`src/rtl/neureka_col_accumulator_pkg.sv`:
```
// rtl/neureka_col_accumulator_pkg.sv - shared types and constants for the column accumulator
//
// Contents:
//   NEUREKA_ACC_WIDTH / NEUREKA_CNT_WIDTH : default accumulator and counter widths
//   COL_ACC_IDLE/ACCUM/OUT                : state encodings
//   ctrl_col_accum_t                      : per-window control (nb_accum, is_signed)
//   flags_col_accum_t                     : status flags (busy, cnt)
package neureka_col_accumulator_pkg;

  localparam int unsigned NEUREKA_ACC_WIDTH = 32;
  localparam int unsigned NEUREKA_CNT_WIDTH = 8;

  typedef logic [1:0] col_accum_state_t;

  localparam logic [1:0] COL_ACC_IDLE  = 2'd0;
  localparam logic [1:0] COL_ACC_ACCUM = 2'd1;
  localparam logic [1:0] COL_ACC_OUT   = 2'd2;

  typedef struct packed {
    logic [NEUREKA_CNT_WIDTH-1:0] nb_accum;
    logic                         is_signed;
  } ctrl_col_accum_t;

  typedef struct packed {
    logic                         busy;
    logic [NEUREKA_CNT_WIDTH-1:0] cnt;
  } flags_col_accum_t;

endpackage

```
`src/rtl/cluster_clock_gating.sv`:
```
// rtl/cluster_clock_gating.sv - latch-based clock gate
//
// Ports:
//   clk_i     : free-running clock
//   en_i      : functional enable, captured while clk_i is low
//   test_en_i : forces the clock on
//   clk_o     : gated clock
module cluster_clock_gating (
  input  logic clk_i,
  input  logic en_i,
  input  logic test_en_i,
  output logic clk_o
);

  logic en_latch;

  // Transparent while the clock is low so the enable cannot glitch clk_o.
  always_latch begin
    if (!clk_i) begin
      en_latch <= en_i | test_en_i;
    end
  end

  assign clk_o = clk_i & en_latch;

endmodule

```
`src/rtl/neureka_col_accumulator.sv`:
```
// rtl/neureka_col_accumulator.sv - per-column accumulator of scaled binconv partial results
//
// Ports:
//   clk_i, rst_ni                 : clock, asynchronous active-low reset
//   enable_i, clear_i             : local enable (low freezes), synchronous clear
//   pres_valid_i/data_i/ready_o   : incoming partial-result stream
//   nb_accum_i                    : beats per window (0 treated as 1), latched on first beat
//   signed_i                      : per-beat sign (1) or zero (0) extension
//   acc_valid_o/data_o/ready_i    : accumulated result stream
//   busy_o, cnt_o                 : not-idle flag, beats accepted in current window
module neureka_col_accumulator
  import neureka_col_accumulator_pkg::*;
#(
  parameter int unsigned IN_WIDTH  = 24,
  parameter int unsigned ACC_WIDTH = NEUREKA_ACC_WIDTH,
  parameter int unsigned CNT_WIDTH = 8
) (
  input  logic                 clk_i,
  input  logic                 rst_ni,
  input  logic                 enable_i,
  input  logic                 clear_i,
  input  logic                 pres_valid_i,
  input  logic [IN_WIDTH-1:0]  pres_data_i,
  output logic                 pres_ready_o,
  input  logic [CNT_WIDTH-1:0] nb_accum_i,
  input  logic                 signed_i,
  output logic                 acc_valid_o,
  output logic [ACC_WIDTH-1:0] acc_data_o,
  input  logic                 acc_ready_i,
  output logic                 busy_o,
  output logic [CNT_WIDTH-1:0] cnt_o
);

  logic clk_gated;

  cluster_clock_gating i_clk_gate (
    .clk_i     ( clk_i               ),
    .en_i      ( enable_i | clear_i  ),
    .test_en_i ( 1'b0                ),
    .clk_o     ( clk_gated           )
  );

  col_accum_state_t     state_q;
  logic [ACC_WIDTH-1:0] acc_q;
  logic [CNT_WIDTH-1:0] cnt_q;
  logic [CNT_WIDTH-1:0] len_q;

  logic [ACC_WIDTH-1:0] beat_ext;
  logic [CNT_WIDTH-1:0] len_new;
  logic [CNT_WIDTH-1:0] cnt_inc;
  logic                 beat_acc;
  logic                 start_win;

  assign beat_ext = signed_i ? ACC_WIDTH'($signed(pres_data_i)) : ACC_WIDTH'(pres_data_i);
  assign len_new  = (nb_accum_i == '0) ? CNT_WIDTH'(1) : nb_accum_i;
  assign cnt_inc  = cnt_q + CNT_WIDTH'(1);

  // Ready is qualified with rst_ni so every output reads 0 while reset is held.
  // In OUT the next window may only start when the current result drains.
  always_comb begin
    pres_ready_o = 1'b0;
    if (rst_ni && enable_i) begin
      if (state_q == COL_ACC_OUT) begin
        pres_ready_o = acc_ready_i;
      end else begin
        pres_ready_o = 1'b1;
      end
    end
  end

  assign beat_acc  = pres_valid_i & pres_ready_o;
  assign start_win = beat_acc & ((state_q == COL_ACC_IDLE) | (state_q == COL_ACC_OUT));

  always_ff @(posedge clk_gated or negedge rst_ni) begin
    if (!rst_ni) begin
      state_q <= COL_ACC_IDLE;
      acc_q   <= '0;
      cnt_q   <= '0;
      len_q   <= '0;
    end else if (clear_i) begin
      state_q <= COL_ACC_IDLE;
      acc_q   <= '0;
      cnt_q   <= '0;
      len_q   <= '0;
    end else if (enable_i) begin
      if (start_win) begin
        acc_q   <= beat_ext;
        cnt_q   <= CNT_WIDTH'(1);
        len_q   <= len_new;
        state_q <= (len_new == CNT_WIDTH'(1)) ? COL_ACC_OUT : COL_ACC_ACCUM;
      end else begin
        case (state_q)
          COL_ACC_ACCUM: begin
            if (beat_acc) begin
              acc_q <= acc_q + beat_ext;
              cnt_q <= cnt_inc;
              if (cnt_inc == len_q) begin
                state_q <= COL_ACC_OUT;
              end
            end
          end
          COL_ACC_OUT: begin
            // Result drained with no new beat behind it.
            if (acc_ready_i) begin
              state_q <= COL_ACC_IDLE;
              cnt_q   <= '0;
            end
          end
          default: ;
        endcase
      end
    end
  end

  assign acc_valid_o = (state_q == COL_ACC_OUT);
  assign acc_data_o  = (state_q == COL_ACC_OUT) ? acc_q : '0;
  assign busy_o      = (state_q != COL_ACC_IDLE);
  assign cnt_o       = cnt_q;

endmodule

```
`config.mk`:
```
export PLATFORM = sky130hd
export DESIGN_NAME = neureka_col_accumulator
export DESIGN_NICKNAME = d
export VERILOG_FILES = /design/src/rtl/neureka_col_accumulator_pkg.sv /design/src/rtl/cluster_clock_gating.sv /design/src/rtl/neureka_col_accumulator.sv
export SDC_FILE = /design/constraint.sdc
export NUM_CORES = 1
export LEC_CHECK = 0
export CORE_MARGIN = 8
export CORE_UTILIZATION = 53
export CTS_CLUSTER_DIAMETER = 30
export DETAILED_ROUTE_END_ITERATION = 16
export PLACE_DENSITY = 0.8
export SLEW_MARGIN = 20
export SYNTH_ARGS = -nofsm -noshare
export SYNTH_HDL_FRONTEND = slang
export SYNTH_SLANG_ARGS = --single-unit
export TNS_END_PERCENT = 30
```
`constraint.sdc`:
```
create_clock -name vclk -period 0.8
set_input_delay 0.16 -clock vclk [all_inputs]
set_output_delay 0.16 -clock vclk [all_outputs]
set_load 0.005 [all_outputs]
```
==> report_table.html <==
<table>
<tr><th>Metric</th><th>Value</th></tr>
<tr><th colspan="2">Power</th></tr>
<tr><td>Fraction of power consumed by combinational cells</td><td>87.4%</td></tr>
<tr><td>Switching portion of total power</td><td>53.32%</td></tr>
<tr><td>Worst vdd ir</td><td>0.0001386 V</td></tr>
<tr><td>Clock network fraction of total power</td><td>0%</td></tr>
<tr><td>Switching power</td><td>0.7881 mW</td></tr>
<tr><td>Cell-internal power</td><td>0.6898 mW</td></tr>
<tr><td>Leakage Power</td><td>2.313 nW</td></tr>
<tr><td>Overall Power</td><td>1.478 mW</td></tr>
<tr><td>Share of power burned in registers</td><td>12.6%</td></tr>
<tr><td>Pwr dens</td><td>272.8 nW/µm²</td></tr>
<tr><th colspan="2">Min path</th></tr>
<tr><td>Worst hold endpoint</td><td>pres_ready_o</td></tr>
<tr><td>Min-Delay Startpoint</td><td>enable_i</td></tr>
<tr><td>Hold Crit Class</td><td>in2out</td></tr>
<tr><td>Worst hold stages</td><td>4</td></tr>
<tr><th colspan="2">Logic synthesis</th></tr>
<tr><td>Proportion of register bits with asynchronous set or reset after synthesis</td><td>98.04%</td></tr>
<tr><td>Combinational family with the most area after synthesis</td><td>compound AO/OA/AOI/OAI gates</td></tr>
<tr><td>Synth Cell Area</td><td>4551 µm²</td></tr>
<tr><td>Top area cells in the synthesized netlist</td><td>sky130_fd_sc_hd__dfrtp_1 27%, sky130_fd_sc_hd__ha_1 7.4%, sky130_fd_sc_hd__nand2_1 6.8%</td></tr>
<tr><td>Post-synthesis simple-gate area fraction</td><td>24.83%</td></tr>
<tr><td>Top cell type by total area after synthesis</td><td>sky130_fd_sc_hd__dfrtp_1</td></tr>
<tr><td>Syn Nets</td><td>663</td></tr>
<tr><td>Synth cell types</td><td>58</td></tr>
<tr><td>Most used flip-flop cell after synthesis</td><td>sky130_fd_sc_hd__dfrtp_1</td></tr>
<tr><td>Yosys synthesis warning count</td><td>0</td></tr>
<tr><td>Adder-cell share of the synthesized area</td><td>7.864%</td></tr>
<tr><td>Flip-flop and latch count after synthesis</td><td>51</td></tr>
<tr><td>Syn Inst Count</td><td>596</td></tr>
<tr><td>Parity-gate share of the synthesized area counting xor and xnor cells</td><td>6.929%</td></tr>
<tr><td>Average cell area after synthesis</td><td>7.635 µm²</td></tr>
<tr><td>Post-synthesis mux area share</td><td>0.5499%</td></tr>
<tr><td>Portion of synthesized cell area occupied by the leading cell type</td><td>27.50%</td></tr>
<tr><td>Count of flip-flops with a built-in enable after synthesis</td><td>0</td></tr>
<tr><td>Synth Area in Compound Gates</td><td>28.29%</td></tr>
<tr><th colspan="2">Setup path</th></tr>
<tr><td>Max FO, Critical Path</td><td>2</td></tr>
<tr><td>Data arrival time at the worst-slack endpoint</td><td>0.56 ns</td></tr>
<tr><td>Type of origin of the critical path</td><td>primary input</td></tr>
<tr><td>Worst Setup Path Type</td><td>in2out</td></tr>
<tr><td>Req. time, crit path</td><td>0.64 ns</td></tr>
<tr><td>Endpoint class of the critical path</td><td>output port</td></tr>
<tr><th colspan="2">Floorplan</th></tr>
<tr><td>Initial Utilization</td><td>53.49%</td></tr>
<tr><td>DIE AREA</td><td>11810 µm²</td></tr>
<tr><td>Vertical extent of the die</td><td>108.7 µm</td></tr>
<tr><td>I/O pin count</td><td>82</td></tr>
<tr><td>Overall die width</td><td>108.7 µm</td></tr>
<tr><td>Row count</td><td>34</td></tr>
<tr><td>Area of the placeable core</td><td>8508 µm²</td></tr>
<tr><th colspan="2">Clock tree</th></tr>
<tr><td>Post-CTS Setup Repair Bufs</td><td>0</td></tr>
<tr><td>CTS Hold Buffers Added</td><td>0</td></tr>
<tr><th colspan="2">Global route</th></tr>
<tr><td>Via count of the first global-routing pass</td><td>4564</td></tr>
<tr><td>First-pass GRT wire length</td><td>21.27 mm</td></tr>
<tr><td>Gr ovfl total</td><td>0</td></tr>
<tr><td>GRT Resource Usage Total</td><td>21.19%</td></tr>
<tr><td>Antenna violations before repair</td><td>0</td></tr>
<tr><td>Largest net degree at the start of global routing</td><td>52</td></tr>
<tr><th colspan="2">Timing</th></tr>
<tr><td>Count of endpoints without a timing constraint</td><td>93</td></tr>
<tr><td>Setup Viol. Count Final</td><td>0</td></tr>
<tr><td>Slew headroom</td><td>43.59%</td></tr>
<tr><td>Number of hold-slack violations in the final timing report</td><td>0</td></tr>
<tr><td>Fin Setup TNS</td><td>0 ns</td></tr>
<tr><td>Number of register pins that no clock reaches</td><td>51</td></tr>
<tr><td>Fin crit period</td><td>0.7205 ns</td></tr>
<tr><td>Setup repair after global routing missed its margin</td><td>false</td></tr>
<tr><td>Achievable clock frequency</td><td>1.388 GHz</td></tr>
<tr><td>Tightest Pin Transition</td><td>0.8461 ns</td></tr>
<tr><td>Post-route fraction of the period consumed by the critical path</td><td>90.06%</td></tr>
<tr><td>Least setup slack across all paths after layout</td><td>0.07955 ns</td></tr>
<tr><td>Slew Viols, Final</td><td>0</td></tr>
<tr><th colspan="2">Place</th></tr>
<tr><td>Port-buffer cells</td><td>82</td></tr>
<tr><td>DP Wirelength</td><td>9.137 mm</td></tr>
<tr><td>Weighted congestion at the end of routability-driven global placement</td><td>0.8615</td></tr>
<tr><td>Pre-CTS setup slack</td><td>-0.7207 ns</td></tr>
<tr><td>Cell area after placement</td><td>5429 µm²</td></tr>
<tr><th colspan="2">Layout</th></tr>
<tr><td>Most common library cell in the layout ignoring fill and taps</td><td>sky130_fd_sc_hd__nand2_1</td></tr>
<tr><td>Final instance area</td><td>5416 µm²</td></tr>
<tr><td>Final nets</td><td>720</td></tr>
<tr><td>Layout cells sized above 1</td><td>6.298%</td></tr>
<tr><td>Top library cells by usage in the layout, fill and taps aside</td><td>81 x sky130_fd_sc_hd__nand2_1, 78 x sky130_fd_sc_hd__clkdlybuf4s50_1, 61 x sky130_fd_sc_hd__nor2_1, 61 x sky130_fd_sc_hd__a21oi_1, 50 x sky130_fd_sc_hd__dfrtp_1</td></tr>
<tr><td>P&amp;R area growth vs syn</td><td>19.03%</td></tr>
<tr><td>Number of antenna diodes</td><td>0</td></tr>
<tr><th colspan="2">Detailed routing</th></tr>
<tr><td>Via density per instance</td><td>5.991</td></tr>
<tr><td>Mean routed wirelength per cell</td><td>16.51 µm</td></tr>
<tr><td>Detailed-route via count</td><td>4547</td></tr>
<tr><td>Final WL</td><td>12.53 mm</td></tr>
<tr><td>Drt first-iter violations</td><td>223</td></tr>
<tr><td>Post-detailed-route DRC marker count</td><td>0</td></tr>
<tr><td>Antenna-violating nets left</td><td>0</td></tr>
<tr><td>First-pass iteration count of the detailed router</td><td>5</td></tr>
<tr><th colspan="2">Run</th></tr>
<tr><td>Maxcap violations</td><td>0</td></tr>
<tr><th colspan="2">Status</th></tr>
<tr><td>Result of the run</td><td>complete, no violations</td></tr>
</table>
-- synthesized netlist by cell type (4+ instances only) --
| cell type | instances |
|---|---|
| sky130_fd_sc_hd__nand2_1 | 82 |
| sky130_fd_sc_hd__a211oi_1 | 16 |
| sky130_fd_sc_hd__nand4_1 | 6 |
| sky130_fd_sc_hd__or2_2 | 4 |
| sky130_fd_sc_hd__and2_1 | 35 |
| sky130_fd_sc_hd__o21bai_1 | 4 |
| sky130_fd_sc_hd__xor2_1 | 15 |
| sky130_fd_sc_hd__nor2_1 | 62 |
| sky130_fd_sc_hd__xnor2_1 | 21 |
| sky130_fd_sc_hd__a21o_1 | 15 |
| sky130_fd_sc_hd__clkbuf_1 | 28 |
| sky130_fd_sc_hd__nor3_1 | 8 |
| sky130_fd_sc_hd__nor2b_1 | 5 |
| sky130_fd_sc_hd__a31o_2 | 5 |
| sky130_fd_sc_hd__o21ai_0 | 40 |
| sky130_fd_sc_hd__a21oi_1 | 61 |
| sky130_fd_sc_hd__a31oi_1 | 6 |
| sky130_fd_sc_hd__a311oi_1 | 9 |
| sky130_fd_sc_hd__and3_1 | 4 |
| sky130_fd_sc_hd__ha_1 | 27 |
| sky130_fd_sc_hd__dfrtp_1 | 50 |
| sky130_fd_sc_hd__nand3_1 | 17 |
| sky130_fd_sc_hd__a21oi_2 | 4 |
| sky130_fd_sc_hd__o21a_1 | 4 |
| sky130_fd_sc_hd__inv_1 | 7 |
| sky130_fd_sc_hd__o211ai_1 | 9 |
-- per-layer routing --
layer,up-vias,wire length [µm],track usage [%],part of all wire [%]
met5,-,0,0,0
met4,0,116,4.106,0.93
met3,12,625,1.300,5.0
met2,143,6303,38.88,50
met1,2150,5484,26.81,44
li1,2242,-,-,-
-- how the worst max path moves through the flow --
stage | startpoint | end | slack, ns | depth (start not counted)
floorplan | rst_ni | pres_ready_o | 0.26 | 2
global placement | enable_i | pres_ready_o | -0.70 | 4
detailed placement | enable_i | pres_ready_o | -0.72 | 4
CTS | acc_ready_i | pres_ready_o | 0.006 | 4
global route | rst_ni | pres_ready_o | 0.05 | 4
finish | rst_ni | pres_ready_o | 0.08 | 4
-- logic make-up (layout without fill, tap and decap cells) --
kind of cell    after synthesis  in the layout
simple gates                241            241
mux                           2              2
fa+ha+maj                    28             28
xor+xnor                     36             36
compound gates              195            195
latches                       1              1
buf+inv                      43             98
flops                        50             50
-- flip-flops by register name (all words and copies together) (netlist names) --
name                 flops
acc_q                   32
cnt_o                    8
i_clk_gate.en_latch      1
len_q                    8
state_q                  2
-- final cells by class --
class / count / area, µm²
well taps: 108 / 135.1
multi-input cells: 502 / 3124
repair buffers: 90 / 860.8
inverters: 8 / 30.03
flip-flops and latches: 51 / 1266
fillers: 756 / 3092
-- through the flow --
step	hold WS, ns	utilization, %	cells
after floorplan	0.4458	-	596
after global routing	0.6763	63.66	759
final	0.6579	63.66	759
after detailed placement	1.022	63.81	759
after global placement	1.013	63.81	759
after CTS	0.6605	63.74	759
-- critical path: stages --
cell                      delay (ns)
sky130_fd_sc_hd__buf_2          0.11
sky130_fd_sc_hd__nand2_2        0.06
sky130_fd_sc_hd__a21oi_4        0.11
sky130_fd_sc_hd__buf_2          0.12
-- repair_timing --
item / in CTS / in global routing
resized for setup: 13 / 1
endpoints found under the setup margin: 1 / 1
pin swaps: 1 / 1
-- power by group through the flow --
stage / Sequential [mW] / Clock [mW] / Combinational (mW)
after floorplan: 0.174 / 0 / 0.796
after global placement: 0.185 / 0 / 1.26
after detailed placement: 0.186 / 0 / 1.29
after CTS: 0.186 / 0 / 1.29
after global routing: 0.191 / 0 / 1.44
final: 0.187 / 0 / 1.29
(Power assumes the default switching activity.)
